## src/rtl/ahb_lite_cmd_master.sv

```systemverilog
// AHB-lite single-beat command master: buffers read/write commands in a FIFO and
// issues them as NONSEQ transfers with a pipelined address and data phase.
module ahb_lite_cmd_master #(
    parameter int ADDR_W     = 8,
    parameter int DATA_W     = 32,
    parameter int FIFO_DEPTH = 4
) (
    input  logic              hclk,
    input  logic              hresetn,
    // cmd handshake: a command is taken on a rising edge where cmd_valid && cmd_ready;
    // cmd_ready depends only on FIFO occupancy, never on cmd_valid or hready.
    input  logic              cmd_valid,
    output logic              cmd_ready,
    input  logic              cmd_write,
    input  logic [ADDR_W-1:0] cmd_addr,
    input  logic [DATA_W-1:0] cmd_wdata,
    input  logic              hready,
    input  logic [DATA_W-1:0] hrdata,
    output logic [1:0]        htrans,
    output logic              hwrite,
    output logic [ADDR_W-1:0] haddr,
    output logic [DATA_W-1:0] hwdata,
    output logic              rsp_valid,
    output logic [DATA_W-1:0] rsp_rdata,
    output logic              busy
);

    localparam int PTR_W = (FIFO_DEPTH > 1) ? $clog2(FIFO_DEPTH) : 1;
    localparam int ENT_W = 1 + ADDR_W + DATA_W;
    localparam logic [PTR_W:0] DEPTH_CNT = FIFO_DEPTH[PTR_W:0];
    localparam logic [1:0] HTRANS_IDLE   = 2'b00;
    localparam logic [1:0] HTRANS_NONSEQ = 2'b10;

    logic [ENT_W-1:0]  fifo_mem [FIFO_DEPTH];
    logic [PTR_W-1:0]  wr_ptr;
    logic [PTR_W-1:0]  rd_ptr;
    logic [PTR_W:0]    count;
    logic              fifo_full;
    logic              fifo_empty;
    logic              push;
    logic              pop;
    logic [ENT_W-1:0]  head;
    logic [DATA_W-1:0] ap_wdata;
    logic              dp_valid;
    logic              dp_write;
    logic              ap_nonseq;

    assign fifo_full  = (count == DEPTH_CNT);
    assign fifo_empty = (count == '0);
    assign cmd_ready  = !fifo_full;
    assign push       = cmd_valid && !fifo_full;
    assign pop        = hready && !fifo_empty;
    assign head       = fifo_mem[rd_ptr];
    assign ap_nonseq  = (htrans == HTRANS_NONSEQ);
    assign busy       = !fifo_empty || ap_nonseq || dp_valid;

    // Storage needs no reset: pointers and count define which entries are live.
    always_ff @(posedge hclk) begin
        if (push) begin
            fifo_mem[wr_ptr] <= {cmd_write, cmd_addr, cmd_wdata};
        end
    end

    always_ff @(posedge hclk or negedge hresetn) begin
        if (!hresetn) begin
            wr_ptr <= '0;
            rd_ptr <= '0;
            count  <= '0;
        end else begin
            if (push) begin
                wr_ptr <= wr_ptr + 1'b1;
            end
            if (pop) begin
                rd_ptr <= rd_ptr + 1'b1;
            end
            case ({push, pop})
                2'b10:   count <= count + 1'b1;
                2'b01:   count <= count - 1'b1;
                default: count <= count;
            endcase
        end
    end

    // Address and data phases advance together, only on edges with hready=1.
    always_ff @(posedge hclk or negedge hresetn) begin
        if (!hresetn) begin
            htrans    <= HTRANS_IDLE;
            hwrite    <= 1'b0;
            haddr     <= '0;
            ap_wdata  <= '0;
            hwdata    <= '0;
            dp_valid  <= 1'b0;
            dp_write  <= 1'b0;
            rsp_valid <= 1'b0;
            rsp_rdata <= '0;
        end else if (hready) begin
            dp_valid <= ap_nonseq;
            dp_write <= hwrite;
            if (ap_nonseq && hwrite) begin
                hwdata <= ap_wdata;
            end
            rsp_valid <= dp_valid && !dp_write;
            if (dp_valid && !dp_write) begin
                rsp_rdata <= hrdata;
            end
            if (!fifo_empty) begin
                htrans   <= HTRANS_NONSEQ;
                hwrite   <= head[ENT_W-1];
                haddr    <= head[DATA_W +: ADDR_W];
                ap_wdata <= head[DATA_W-1:0];
            end else begin
                htrans <= HTRANS_IDLE;
                hwrite <= 1'b0;
                haddr  <= '0;
            end
        end else begin
            rsp_valid <= 1'b0;
        end
    end

endmodule

```

## config.mk

```make
export PLATFORM = sky130hd
export DESIGN_NAME = ahb_lite_cmd_master
export DESIGN_NICKNAME = d
export VERILOG_FILES = /design/src/rtl/ahb_lite_cmd_master.sv
export SDC_FILE = /design/constraint.sdc
export NUM_CORES = 1
export LEC_CHECK = 0
export BUFFER_PORTS_ARGS = -buffer_cell sky130_fd_sc_hd__buf_4
export CAP_MARGIN = 20
export CORE_MARGIN = 2
export CORE_UTILIZATION = 55
export DETAILED_ROUTE_END_ITERATION = 16
export PLACE_DENSITY = 0.89
export SYNTH_ARGS = -nofsm -noshare
export SYNTH_HDL_FRONTEND = slang
export SYNTH_SLANG_ARGS = --single-unit
```

## constraint.sdc

```tcl
create_clock -name hclk -period 5.9 [get_ports hclk]
set_input_delay 0.59 -clock hclk [delete_from_list [all_inputs] [get_ports hclk]]
set_output_delay 0.59 -clock hclk [all_outputs]
set_load 0.005 [all_outputs]
```

==> flow_summary.ini, run 1 <==
[clocking]
clk_pin_slew_ps = 70
clock_latency_ps = 540
clockBufferDepth = 3
cts_setup_buffers = 0
cts_resized = 0
clockRootBuffer = clkbuf_16
cts_tree = done
cts.sinks = 280
cts_inserted_buffers = 28
cts_hold_buffers = 0
h-tree-depth = 1

[synthesis]
async_flop_share = 0.4143
synth_area_leaders = edfxtp_1 47%, dfrtp_1 28%, mux4_2 8.1%, mux2_2 6.6%, mux2_4 4.1%
syn_area_per_cell_sq_um = 21.48
synthFlopType = edfxtp_1
synth_edf_count = 164
synth_warnings = 0
synth-seq-area-share = 0.7436
yosysTopAreaCellShare = 0.4678
ys_seq_elements = 280
yosysTopAreaCell = edfxtp_1
synth_cell_type_count = 31
syn_area_sq_mm = 0.01053
synthCells = 490
synth_nets = 573

[global_route]
grt_usage = 0.1971
grt_max_degree = 74
grt_pass1_vias = 5544
overflow = 0
grt_pass1_wl_mm = 30.36
antenna_found_initial = 0

[flow_run]
cap_viol_max_count = 0

[route]
wl_per_cell_um = 21.74
wl_mm = 19.83
drt-initial-drc-count = 309
dr.pass1.iters = 6
postRouteAntennaNets = 0
num_vias = 5030
drc_errors = 0
vias_per_cell = 5.515

[status]
outcome = complete, no violations

[placement]
place_congestion = 0.7460
placed_cells = 856
placed_area_sq_mm = 0.01182
pre_cts_ws_ps = 3650
dp.final_hpwl_mm = 11.84
port_buffers = 153

[power]
p_seq_frac = 0.462
peakVddDrop_mv = 0.3133
p_int_mw = 5.097
p_per_area_mw_per_mm2 = 534.9
p_leak_nw = 5.159
p_sw_mw = 1.807
clkPwrFrac = 0.277
power_frac_comb = 0.260
swShare = 0.2617
p_total_mw = 6.905

[floorplan]
core_sq_mm = 0.01877
io_pins = 155
die_w_um = 142.3
dieHeight_um = 142.3
die_area_sq_mm = 0.02026
core.rowCount = 50
start_util = 0.5609

[final_layout]
areaGrowthSynthToFinish_pct = 22.63
fillerInstances = 1156
fin_util = 0.6878
instances_no_fill = 912
final_common_cell = edfxtp_1
drive_gt1_frac = 0.5074
layout.nets = 739
diodes = 0
final_cell_mix = 164 x edfxtp_1, 156 x buf_4, 114 x dfrtp_1, 62 x mux2_2, 38 x mux4_2
final_area_sq_mm = 0.01291

[sta]
period_needed_ps = 2241
tns_ps = 0
rsz0062_at_grt = no
slew_violations = 0
final-setup-viol-count = 0
timing.final.hold_violations = 0
max_slew_margin = 0.3143
setup_slack_ps = 3659
worst_pin_slew_ps = 1029
skew_ps = 15.70
post-route-period-util = 0.3798
hold_ws_ps = 55.90
fmax_mhz = 446.2

[worst_hold_path]
holdCritPathClass = input port to async pin

[worst_setup_path]
cp-start-kind = flop
critPathMaxFanout = 6
cp-end-kind = flop
arrival_ps = 2690
critical_path_class = flop to flop
critPathRequiredTime_ps = 6350
==> critical path, stage by stage (launching register included) <==
cell and delay (ps):
dfrtp_1 420, or3b_4 440, and2_4 190, inv_1 60, ha_1 180, inv_1 60, fa_1 380, xor2_1 160
nor2_1 120, xor2_1 150
==> power by group through the flow <==
stage	Combinational [mW]	Sequential (mW)	Clock, mW
final	1.80	3.19	1.92
after floorplan	1.25	3.01	0
after global routing	1.93	3.28	2.03
after detailed placement	1.78	3.24	0
after CTS	1.80	3.22	1.95
after global placement	1.70	3.18	0
==> final timing paths <==
kind / from / endpoint / slack, ps / cells past startpoint
min reg2reg: ap_wdata[1] / hwdata[1] / 510 / 1
min: hresetn / hwdata[19] / 60 / 1
max in group asynchronous: hresetn / rd_ptr[0] / 4420 / 2
max: count[1] / count[2] / 3660 / 9
max reg2reg: count[1] / count[2] / 3660 / 9
min in group hclk: cmd_wdata[20] / fifo_mem[2][20] / 260 / 1
==> per-layer routing <==
layer,share of wire,vias up,global-route usage
li1,-,2239,-
met3,0.056,36,0.03836
met5,0,-,0
met2,0.52,171,0.3567
met4,0.026,0,0.05576
met1,0.40,2584,0.2439
==> registers in the layout, summed over array words and instances (netlist names) <==
register / count
fifo_mem: 164
htrans: 1
ap_wdata: 32
rsp_valid: 1
rd_ptr: 2
hwdata: 32
count: 3
wr_ptr: 2
rsp_rdata: 32
hwrite: 1
dp_valid: 1
haddr: 8
dp_write: 1
==> kinds of logic after synthesis <==
kind of cell,after synthesis,synth area share
flip-flops,280,0.7436
multiplexers,141,0.2060
buffers and inverters,32,0.02080
AND/OR/NAND/NOR,13,0.007369
AO/OA/AOI/OAI,11,0.009034
adder cells (fa/ha/maj),6,0.007845
XOR/XNOR,6,0.004993
other,1,0.0003562
==> final cells by class <==
type	count	area [sq um]	area share
Sequential cell	280	7833	0.6068
Multi-Input combinational cell	178	2491	0.1930
Timing Repair Buffer	160	1251	0.09693
Clock buffer	39	793.3	0.06145
Tap cell	234	292.8	0.02268
Clock inverter	13	217.7	0.01687
Inverter	8	30.03	0.002326
==> synth_stat cells (2+ instances only) <==
library cell    n
a22o_1          9
xor2_1          3
buf_12          3
dfrtp_1       116
xnor2_1         3
buf_6           2
buf_4           5
buf_2          13
inv_1           7
mux4_2         38
and3_1          4
mux2_2         62
edfxtp_1      164
mux4_1          3
nor2_1          2
nand2_1         2
mux2_4         29
mux2_1          8
ha_1            5
(Power assumes the default switching activity.)
==> inputs of run 2 (changes only) <==
- clock period: 5.9 -> 2.3 ns (I/O delays scaled with it)
==> run 2 against run 1 <==
  * Maximum frequency increased by 0.48%
  * Sequential power up 150%
  * Register-to-register slack got worse by 3600 ps
  * Clock power grew 140%
  * Non-clock buffer count up 82
  * Wire length rose by 3.6%
  * Utilization rose by 4.1 points
  * Combinational power rose to 2.8 times the previous value
  * Via count rose by 7.5%
  * Highest routed layer unchanged
==> flow_summary.ini, run 2 (synthesis results as in run 1) <==
[power]
peakVddDrop_mv = 0.8679
p_seq_frac = 0.451
clkPwrFrac = 0.259
p_int_mw = 12.92
p_sw_mw = 4.699
p_total_mw = 17.62
p_per_area_mw_per_mm2 = 1288
power_frac_comb = 0.290
swShare = 0.2667
p_leak_nw = 5.474

[route]
drt-initial-drc-count = 233
vias_per_cell = 5.455
drc_errors = 0
drt-met1-wl_mm = 8.271
top_layer = met4
wl_per_cell_um = 20.73
dr_wl_met2_mm = 10.61
met3WireLength_mm = 1.222
postRouteAntennaNets = 0
num_vias = 5406
wl_mm = 20.54
dr.pass1.iters = 4

[placement]
dp.final_hpwl_mm = 12.46
port_buffers = 153
placed_area_sq_mm = 0.01196
place_congestion = 0.7735

[clocking]
cts_inserted_buffers = 27
clock_latency_ps = 530
clockRootBuffer = clkbuf_16
h-tree-depth = 1
clockBufferDepth = 3
cts.sinks = 280
clk_pin_slew_ps = 60
cts_setup_buffers = 0
cts_tree = done

[global_route]
antenna_found_initial = 0
grt_pass1_vias = 5940
grt_pass1_wl_mm = 31.86
grt_max_degree = 54
overflow = 0
grt_usage = 0.2059

[worst_setup_path]
critPathRequiredTime_ps = 2760
cp-start-kind = flop
rrSetupSlack_ps = 70
cp-end-kind = flop
critPathMaxFanout = 6
arrival_ps = 2690
critical_path_class = flop to flop

[final_layout]
fillerInstances = 1068
ff_latch_area_sq_mm = 0.007834
fin_util = 0.7286
final_area_sq_mm = 0.01367
multiInputGateArea_sq_mm = 0.002491
final_cell_mix = 164 x edfxtp_1, 159 x buf_4, 113 x dfrtp_1, 75 x dlygate4sd3_1, 62 x mux2_2
final_common_cell = edfxtp_1
diodes = 0
top_register = fifo_mem
areaGrowthSynthToFinish_pct = 29.91
layout.nets = 820
largest_register_ffs = 164
drive_gt1_frac = 0.4610

[floorplan]
core.rowCount = 50
dieHeight_um = 142.3
start_util = 0.5609
die_w_um = 142.3
core_sq_mm = 0.01877
die_area_sq_mm = 0.02026
io_pins = 155

[sta]
worst_pin_slew_ps = 804.3
hold_ws_ps = 68.34
skew_ps = 16.07
post-route-period-util = 0.9698
fmax_mhz = 448.3
max_slew_margin = 0.4638
final-setup-viol-count = 0
slew_violations = 0
timing.final.hold_violations = 0
tns_ps = 0
rsz0062_at_grt = no
period_needed_ps = 2230

[worst_hold_path]
holdCritPathClass = input port to flop

[status]
outcome = complete, no violations

[flow_run]
cap_viol_max_count = 0
-- run 2: cell count changes in the layout (fill, tap and decap cells not counted), moves of 2 or more --
cell           before  now
inv_6               0    2
dlygate4sd3_1       0   75
clkinv_4            0    2
buf_12              4    8
clkbuf_1            7    2
clkbuf_8            3    0
buf_4             156  159
clkbuf_16          29   27
clkinv_2            6    4
clkinv_1            1    6
-- run 2: path summary, 6_finish.rpt --
check | from | endpoint | cells after the start
worst max-delay path | count[0] | count[2] | 9
worst min-delay path | cmd_valid | wr_ptr[0] | 3
worst max register to register | count[0] | count[2] | 9
worst min register to register | ap_wdata[11] | hwdata[11] | 1
max in group asynchronous | hresetn | count[0] | 3
min in group asynchronous | hresetn | rsp_rdata[4] | 2
-- run 2: timing repair --
item | 4_1_cts | 5_1_grt
hold buffers | 75 | 0
gates resized for setup | 0 | 1
hold endpoints to repair | 240 | 0
setup endpoints to repair | 0 | 1
-- run 2: layout make-up --
cell class	count	share of cell area
Clock inverter	20	0.01748
Inverter	8	0.002196
Multi-Input combinational cell	178	0.1822
Clock buffer	29	0.04996
Timing Repair Buffer	242	0.1539
Tap cell	234	0.02141
Sequential cell	280	0.5729
-- run 2: power by group through the flow --
| stage | clock [mW] | sequential (mW) | combinational, mW |
|---|---|---|---|
| global route | 4.85 | 8.12 | 5.49 |
| global placement | 0 | 7.90 | 4.77 |
| finish | 4.57 | 7.95 | 5.10 |
| detailed placement | 0 | 8.05 | 4.98 |
| floorplan | 0 | 7.71 | 3.21 |
| CTS | 4.63 | 7.97 | 5.11 |
-- run 2: worst max-delay path, cell delays in order, from the launching register on --
cell and delay, ps:
dfrtp_2 440, or3b_4 420, and2_4 190, inv_1 60, ha_1 180, inv_1 70, fa_1 380, xor2_1 150
nor2_1 110, xor2_1 160
-- run 2: metal layers --
| layer | vias up | GRT usage |
|---|---|---|
| li1 | 2405 | - |
| met1 | 2776 | 0.2607 |
| met2 | 194 | 0.3705 |
| met3 | 31 | 0.03668 |
| met4 | 0 | 0.05524 |
| met5 | - | 0 |
-- run 2: per-stage QoR --
stage / std cells / setup slack [ps]
4_1_cts: 989 / 69.61
3_3_place_gp: 865 / 172.6
5_1_grt: 991 / 2.959
6_report: 991 / 69.52
3_5_place_dp: 865 / 93.68
2_1_floorplan: 490 / 202.8
